## src/rtl/ddr_arbiter.sv

```systemverilog
// Two-port 32-bit requester arbiter in front of a 128-bit DDR controller app interface.
// One transaction in flight; fair alternation when both ports contend.
module ddr_arbiter #(
  parameter int ADDR_W = 28,
  parameter int APP_DW = 128
) (
  input  logic                  clk_i,
  input  logic                  rst_i,
  input  logic                  p0_req_i,
  input  logic                  p0_we_i,
  input  logic [ADDR_W-1:0]     p0_addr_i,
  input  logic [31:0]           p0_wdata_i,
  input  logic [3:0]            p0_be_i,
  output logic                  p0_ack_o,
  output logic [31:0]           p0_rdata_o,
  input  logic                  p1_req_i,
  input  logic                  p1_we_i,
  input  logic [ADDR_W-1:0]     p1_addr_i,
  input  logic [31:0]           p1_wdata_i,
  input  logic [3:0]            p1_be_i,
  output logic                  p1_ack_o,
  output logic [31:0]           p1_rdata_o,
  input  logic                  calib_done_i,
  output logic [ADDR_W-1:0]     app_addr_o,
  output logic [2:0]            app_cmd_o,
  output logic                  app_en_o,
  input  logic                  app_rdy_i,
  output logic [APP_DW-1:0]     app_wdf_data_o,
  output logic [APP_DW/8-1:0]   app_wdf_mask_o,
  output logic                  app_wdf_wren_o,
  output logic                  app_wdf_end_o,
  input  logic                  app_wdf_rdy_i,
  input  logic [APP_DW-1:0]     app_rd_data_i,
  input  logic                  app_rd_data_valid_i,
  output logic                  busy_o
);

  localparam int DATA_W = 32;
  localparam int LANES  = APP_DW / DATA_W;

  typedef enum logic [2:0] {IDLE, RD_CMD, RD_WAIT, WR, ACK} state_t;

  state_t      state;
  logic        gnt_port;
  logic [1:0]  gnt_lane;
  logic        last_grant;
  logic        cmd_done;
  logic        wdf_done;

  logic              any_req;
  logic              pick;
  logic              sel_we;
  logic [ADDR_W-1:0] sel_addr;
  logic [31:0]       sel_wdata;
  logic [3:0]        sel_be;
  logic              cmd_ok;
  logic              wdf_ok;
  logic              unused_addr_bits;

  function automatic logic [ADDR_W-1:0] app_addr(input logic [ADDR_W-1:0] a);
    return {1'b0, a[ADDR_W-1:4], 3'b000};
  endfunction

  // Only the selected 32-bit lane may be written; every other byte stays masked.
  function automatic logic [APP_DW/8-1:0] wdf_mask(input logic [1:0] lane, input logic [3:0] be);
    logic [APP_DW/8-1:0] m;
    m = '1;
    for (int n = 0; n < 4; n++) begin
      if (be[n]) m[{lane, 2'(n)}] = 1'b0;
    end
    return m;
  endfunction

  function automatic logic [DATA_W-1:0] lane_word(input logic [APP_DW-1:0] data, input logic [1:0] lane);
    return data[{lane, 5'd0} +: DATA_W];
  endfunction

  assign unused_addr_bits = ^{p0_addr_i[1:0], p1_addr_i[1:0]};

  always_comb begin
    any_req   = p0_req_i | p1_req_i;
    pick      = (p0_req_i & p1_req_i) ? ~last_grant : p1_req_i;
    sel_we    = p0_we_i;
    sel_addr  = p0_addr_i;
    sel_wdata = p0_wdata_i;
    sel_be    = p0_be_i;
    if (pick) begin
      sel_we    = p1_we_i;
      sel_addr  = p1_addr_i;
      sel_wdata = p1_wdata_i;
      sel_be    = p1_be_i;
    end
    cmd_ok = cmd_done | (app_en_o & app_rdy_i);
    wdf_ok = wdf_done | (app_wdf_wren_o & app_wdf_rdy_i);
  end

  always_ff @(posedge clk_i or negedge rst_i) begin
    if (!rst_i) begin
      state          <= IDLE;
      gnt_port       <= 1'b0;
      gnt_lane       <= 2'b00;
      last_grant     <= 1'b1;
      cmd_done       <= 1'b0;
      wdf_done       <= 1'b0;
      p0_ack_o       <= 1'b0;
      p1_ack_o       <= 1'b0;
      p0_rdata_o     <= '0;
      p1_rdata_o     <= '0;
      app_addr_o     <= '0;
      app_cmd_o      <= 3'b000;
      app_en_o       <= 1'b0;
      app_wdf_data_o <= '0;
      app_wdf_mask_o <= '0;
      app_wdf_wren_o <= 1'b0;
      app_wdf_end_o  <= 1'b0;
      busy_o         <= 1'b0;
    end else begin
      case (state)
        IDLE: begin
          if (calib_done_i && any_req) begin
            gnt_port   <= pick;
            gnt_lane   <= sel_addr[3:2];
            last_grant <= pick;
            busy_o     <= 1'b1;
            app_addr_o <= app_addr(sel_addr);
            app_en_o   <= 1'b1;
            if (sel_we) begin
              state          <= WR;
              app_cmd_o      <= 3'b000;
              app_wdf_data_o <= {LANES{sel_wdata}};
              app_wdf_mask_o <= wdf_mask(sel_addr[3:2], sel_be);
              app_wdf_wren_o <= 1'b1;
              app_wdf_end_o  <= 1'b1;
            end else begin
              state     <= RD_CMD;
              app_cmd_o <= 3'b001;
            end
          end
        end
        RD_CMD: begin
          if (app_rdy_i) begin
            app_en_o <= 1'b0;
            state    <= RD_WAIT;
          end
        end
        RD_WAIT: begin
          if (app_rd_data_valid_i) begin
            if (gnt_port) begin
              p1_rdata_o <= lane_word(app_rd_data_i, gnt_lane);
              p1_ack_o   <= 1'b1;
            end else begin
              p0_rdata_o <= lane_word(app_rd_data_i, gnt_lane);
              p0_ack_o   <= 1'b1;
            end
            state <= ACK;
          end
        end
        WR: begin
          // Command and data channels handshake independently; finish when both have.
          if (app_en_o && app_rdy_i) begin
            app_en_o <= 1'b0;
            cmd_done <= 1'b1;
          end
          if (app_wdf_wren_o && app_wdf_rdy_i) begin
            app_wdf_wren_o <= 1'b0;
            app_wdf_end_o  <= 1'b0;
            wdf_done       <= 1'b1;
          end
          if (cmd_ok && wdf_ok) begin
            cmd_done <= 1'b0;
            wdf_done <= 1'b0;
            if (gnt_port) p1_ack_o <= 1'b1;
            else          p0_ack_o <= 1'b1;
            state <= ACK;
          end
        end
        ACK: begin
          p0_ack_o <= 1'b0;
          p1_ack_o <= 1'b0;
          busy_o   <= 1'b0;
          state    <= IDLE;
        end
        default: state <= IDLE;
      endcase
    end
  end

endmodule
```

## config.mk

```make
export PLATFORM = sky130hd
export DESIGN_NAME = ddr_arbiter
export DESIGN_NICKNAME = d
export VERILOG_FILES = /design/src/rtl/ddr_arbiter.sv
export SDC_FILE = /design/constraint.sdc
export NUM_CORES = 1
export LEC_CHECK = 0
export CORE_AREA = 5 5 193 195
export CTS_BUF_LIST = sky130_fd_sc_hd__clkbuf_8
export DETAILED_ROUTE_END_ITERATION = 8
export DIE_AREA = 0 0 198 200
export GPL_TIMING_DRIVEN = 0
export HOLD_SLACK_MARGIN = 0.03
export PLACE_DENSITY_LB_ADDON = 0.25
export SLEW_MARGIN = 0
export SYNTH_ARGS = -nofsm -noshare
export SYNTH_HDL_FRONTEND = slang
export SYNTH_SLANG_ARGS = --single-unit
```

## constraint.sdc

```tcl
create_clock -name clk_i -period 5.4 [get_ports clk_i]
set_input_delay 0.54 -clock clk_i [delete_from_list [all_inputs] [get_ports clk_i]]
set_output_delay 0.54 -clock clk_i [all_outputs]
set_load 0.02 [all_outputs]
```

==> PnR_summary.wiki <==
{| class="wikitable"
! Metric !! Value
|-
| First-pass DRT Iterations || 4
|-
| RSZ-0062 raised after global routing || no
|-
| Count of clock tree sinks || 151
|-
| Kind of launch point of the worst setup path || input port
|-
| Number of maximum-capacitance constraint violations || 0
|-
| Standard cell area after detailed placement || 13,670 sq um
|-
| Worst R2R Setup Slack || 3.02 ns
|-
| Design Area, Final || 14,050 sq um
|-
| Top routing layer in use || met4
|-
| Largest area contributor in the synthesized netlist || dfrtp_1
|-
| Resize count post-CTS || 0
|-
| Reg-to-reg critical path startpoint || last_grant
|-
| Worst-case vdd ir drop || 0.3334 mV
|-
| Outcome || finished clean
|-
| Cell area after technology mapping || 8034 sq um
|-
| CTS max path bufs || 2
|-
| Drt drc || 0
|-
| Largest stage delay on the critical path || 0.46 ns
|-
| Ranking of synthesized cells by instance count || dfrtp_1, buf_4, o21ai_0, mux2_2, mux2i_1
|-
| Final setup violation count || 0
|-
| Post-route clock skew || 0.01888 ns
|-
| Via density per instance || 4.221
|-
| Most common cell in the netlist || dfrtp_1
|-
| Site Rows || 69
|-
| Count of mapped cells out of synthesis || 670
|-
| Antenna violations before repair || 0
|-
| DP HPWL || 26.45 mm
|-
| Worst Hold Margin || 0.4816 ns
|-
| Clock-pin slew on the worst setup and hold paths || 0.09 ns
|-
| Top cell type's share of synthesized area || 46.72%
|-
| Remaining max-slew budget at the tightest pin || 48.05%
|-
| CTS H-tree lvls || 4
|-
| Routability-driven placement congestion ratio || 0.7692
|-
| DP Cell Count || 1,637
|-
| Vert. Die Dim || 200 um
|-
| Root cell of the clock tree || clkbuf_8
|-
| Pwr/cell area || 561.4 nW/um^2
|-
| Final Hold Vio Count || 0
|-
| Fmax || 385.2 MHz
|-
| Clock period minus worst slack || 2.596 ns
|-
| Required time worst endpoint || 5.76 ns
|-
| Area of the core || 35,220 sq um
|-
| GRT Residual Overflow || 0
|-
| Seq/Total Area, Yosys || 47.05%
|-
| Cts-stage hold buffer count || 1
|-
| Leakage Power || 0.005825 uW
|-
| Nets || 1,462
|-
| Instance count along the most critical hold path || 2
|-
| Arr. time, crit path || 2.96 ns
|-
| Horizontal die dimension || 198 um
|-
| HP Start || app_addr_o[17]
|-
| Via count of the first global-routing pass || 7,408
|-
| Total number of yosys warnings || 0
|-
| Number of buffer and inverter instances along the worst setup path || 4
|-
| Wire per inst || 19.26 um
|-
| Overall routing resource usage || 15.65%
|-
| Initial core utilization || 22.81%
|-
| First-pass GRT wire length || 46.89 mm
|-
| Final antenna diode count || 0
|-
| Pin count of the biggest net entering global routing || 84
|-
| Met3 wirelength from detailed routing || 1.909 mm
|-
| Area of the die || 39,600 sq um
|-
| Number of buffers added by the clock tree synthesis step || 17
|-
| EDFF count, synth || 0
|-
| Synth async-reset ratio || 100.0%
|-
| Per-instance average area after synthesis || 11.99 sq um
|-
| Capture instance of the worst register-to-register path || app_wdf_data_o[120]
|-
| Total Wirelength || 32.16 mm
|-
| Critical path endpoint category || register
|-
| Number of nets with antenna violations after detailed routing || 0
|-
| Total of flip-flops plus latches after synthesis || 151
|-
| Post-CTS Setup Repair Bufs || 0
|-
| Final Non-Filler Cells || 1,670
|-
| Number of buffers inserted by port buffering || 500
|-
| Count of distinct cell types in the synthesized netlist || 32
|-
| Destination of the worst hold path || app_addr_o[17]
|-
| CP Cell Sequence || clkdlybuf4s50_1 -> a21boi_1 -> buf_2 -> mux2i_1 -> clkbuf_1 -> clkbuf_1 -> o21ai_0 -> o21ai_0
|-
| Met2 routed WL || 16.87 mm
|-
| Count of routing violations after the opening detailed-route iteration || 214
|-
| Type of the worst min-delay path || reg -> reg
|-
| Largest fanout on the critical path || 10
|-
| Clock insertion delay at the later pin of the skew report || 0.45 ns
|-
| Worst Tran Pin Value || 0.7793 ns
|-
| Max-slew violations || 0
|-
| Placement Setup Slack || 2.250 ns
|-
| PnR worst setup slack || 2.804 ns
|-
| CP Depth || 8
|-
| Fraction of final layout cells with drive strength greater than 1 || 22.17%
|-
| R2R depth || 7
|-
| Total vias in the final route || 7,049
|-
| Kind of cell with the highest combined delay on the critical path || buffers and inverters
|-
| Area Growth Syn to Fin || 74.83%
|-
| Routed metal-1 wire length || 12.97 mm
|-
| Area contributors post-synth || dfrtp_1, mux2_2, buf_4
|-
| Predominant post-synthesis flop cell || dfrtp_1
|-
| CTS tree || done
|-
| Final clock period utilization by the worst path || 48.08%
|-
| I/O pins || 511
|-
| Crit path kind || in -> reg
|-
| Slowest cell on the critical path || clkdlybuf4s50_1
|}
==> how the worst max path moves through the flow <==
stage | from | slack (ns) | endpoint
after floorplan | p1_req_i | 3.35 | app_wdf_mask_o[11]
after global placement | rst_i | -2.86 | app_wdf_data_o[110]
after detailed placement | p1_req_i | 2.25 | app_cmd_o[0]
after CTS | p1_req_i | 2.74 | app_cmd_o[0]
after global routing | p1_req_i | 2.51 | app_wdf_data_o[120]
final | p1_req_i | 2.80 | app_wdf_data_o[120]
==> cells by family after synthesis <==
| group | count (synthesis) | share of synthesized area (%) |
|---|---|---|
| other | 1 | 0.04668 |
| DFF | 151 | 47.05 |
| muxes | 183 | 29.26 |
| and+or+nand+nor | 70 | 3.831 |
| AOI/OAI and AO/OA | 116 | 7.538 |
| buffers and inverters | 149 | 12.27 |
==> cells in the final DEF (no fill, tap or decap), types with 4 or more instances in the layout <==
cell and instances:
clkbuf_1 25, clkdlybuf4s50_1 499, dfrtp_1 150, nand2_1 44, mux2_4 4, conb_1 6
buf_2 14, mux2i_1 68, o21ai_0 101, clkinvlp_4 4, nor2_1 9, mux4_2 32
nand2b_1 6, buf_4 103, mux2_2 78, clkbuf_8 19, inv_1 5, a21oi_1 5
==> metrics by stage <==
step / power [uW] / setup TNS, ns / utilization [%]
finish: 7885 / 0 / 39.88
global route: 8387 / 0 / 39.88
CTS: 8035 / 0 / 39.88
detailed placement: 7147 / 0 / 38.80
global placement: 7106 / -426.58 / 38.71
floorplan: 4679 / 0 / -
==> power by group <==
| group | total (uW) | switching (uW) | internal, uW |
|---|---|---|---|
| combinational | 4970 | 2330 | 2640 |
| clock | 844 | 459 | 385 |
| sequential | 2070 | 397 | 1680 |
| total | 7880 | 3190 | 4700 |
==> registers in the layout (all words and copies together), names as in the netlist <==
name / cells
p0_ack_o: 1
state: 3
app_cmd_o: 1
gnt_port: 1
app_wdf_mask_o: 16
p1_ack_o: 1
p0_rdata_o: 32
app_addr_o: 24
gnt_lane: 2
app_wdf_end_o: 1
p1_rdata_o: 32
cmd_done: 1
app_en_o: 1
app_wdf_data_o: 32
busy_o: 1
wdf_done: 1
last_grant: 1
==> tightest hold or removal path, stage by stage, from the launching register on <==
cell and delay [ns]:
dfrtp_1 0.35, nand2_1 0.05, o21ai_0 0.06
==> layout make-up <==
type / count / area, sq um
flip-flops and latches: 151 / 3780
multi-input cells: 375 / 3287
clock inverters: 13 / 107.6
fillers: 3512 / 21180
clock buffers: 19 / 261.5
plain buffers: 147 / 978.4
inverters: 2 / 7.507
well taps: 461 / 576.8
repair buffers: 502 / 5047
==> layer usage <==
metal | global-route usage, % | up-vias
met4 | 3.469 | 0
li1 | - | 3319
met1 | 19.44 | 3462
met2 | 27.45 | 246
met5 | 0 | -
met3 | 4.146 | 22
Note: power is estimated with default switching activity, not from simulation.
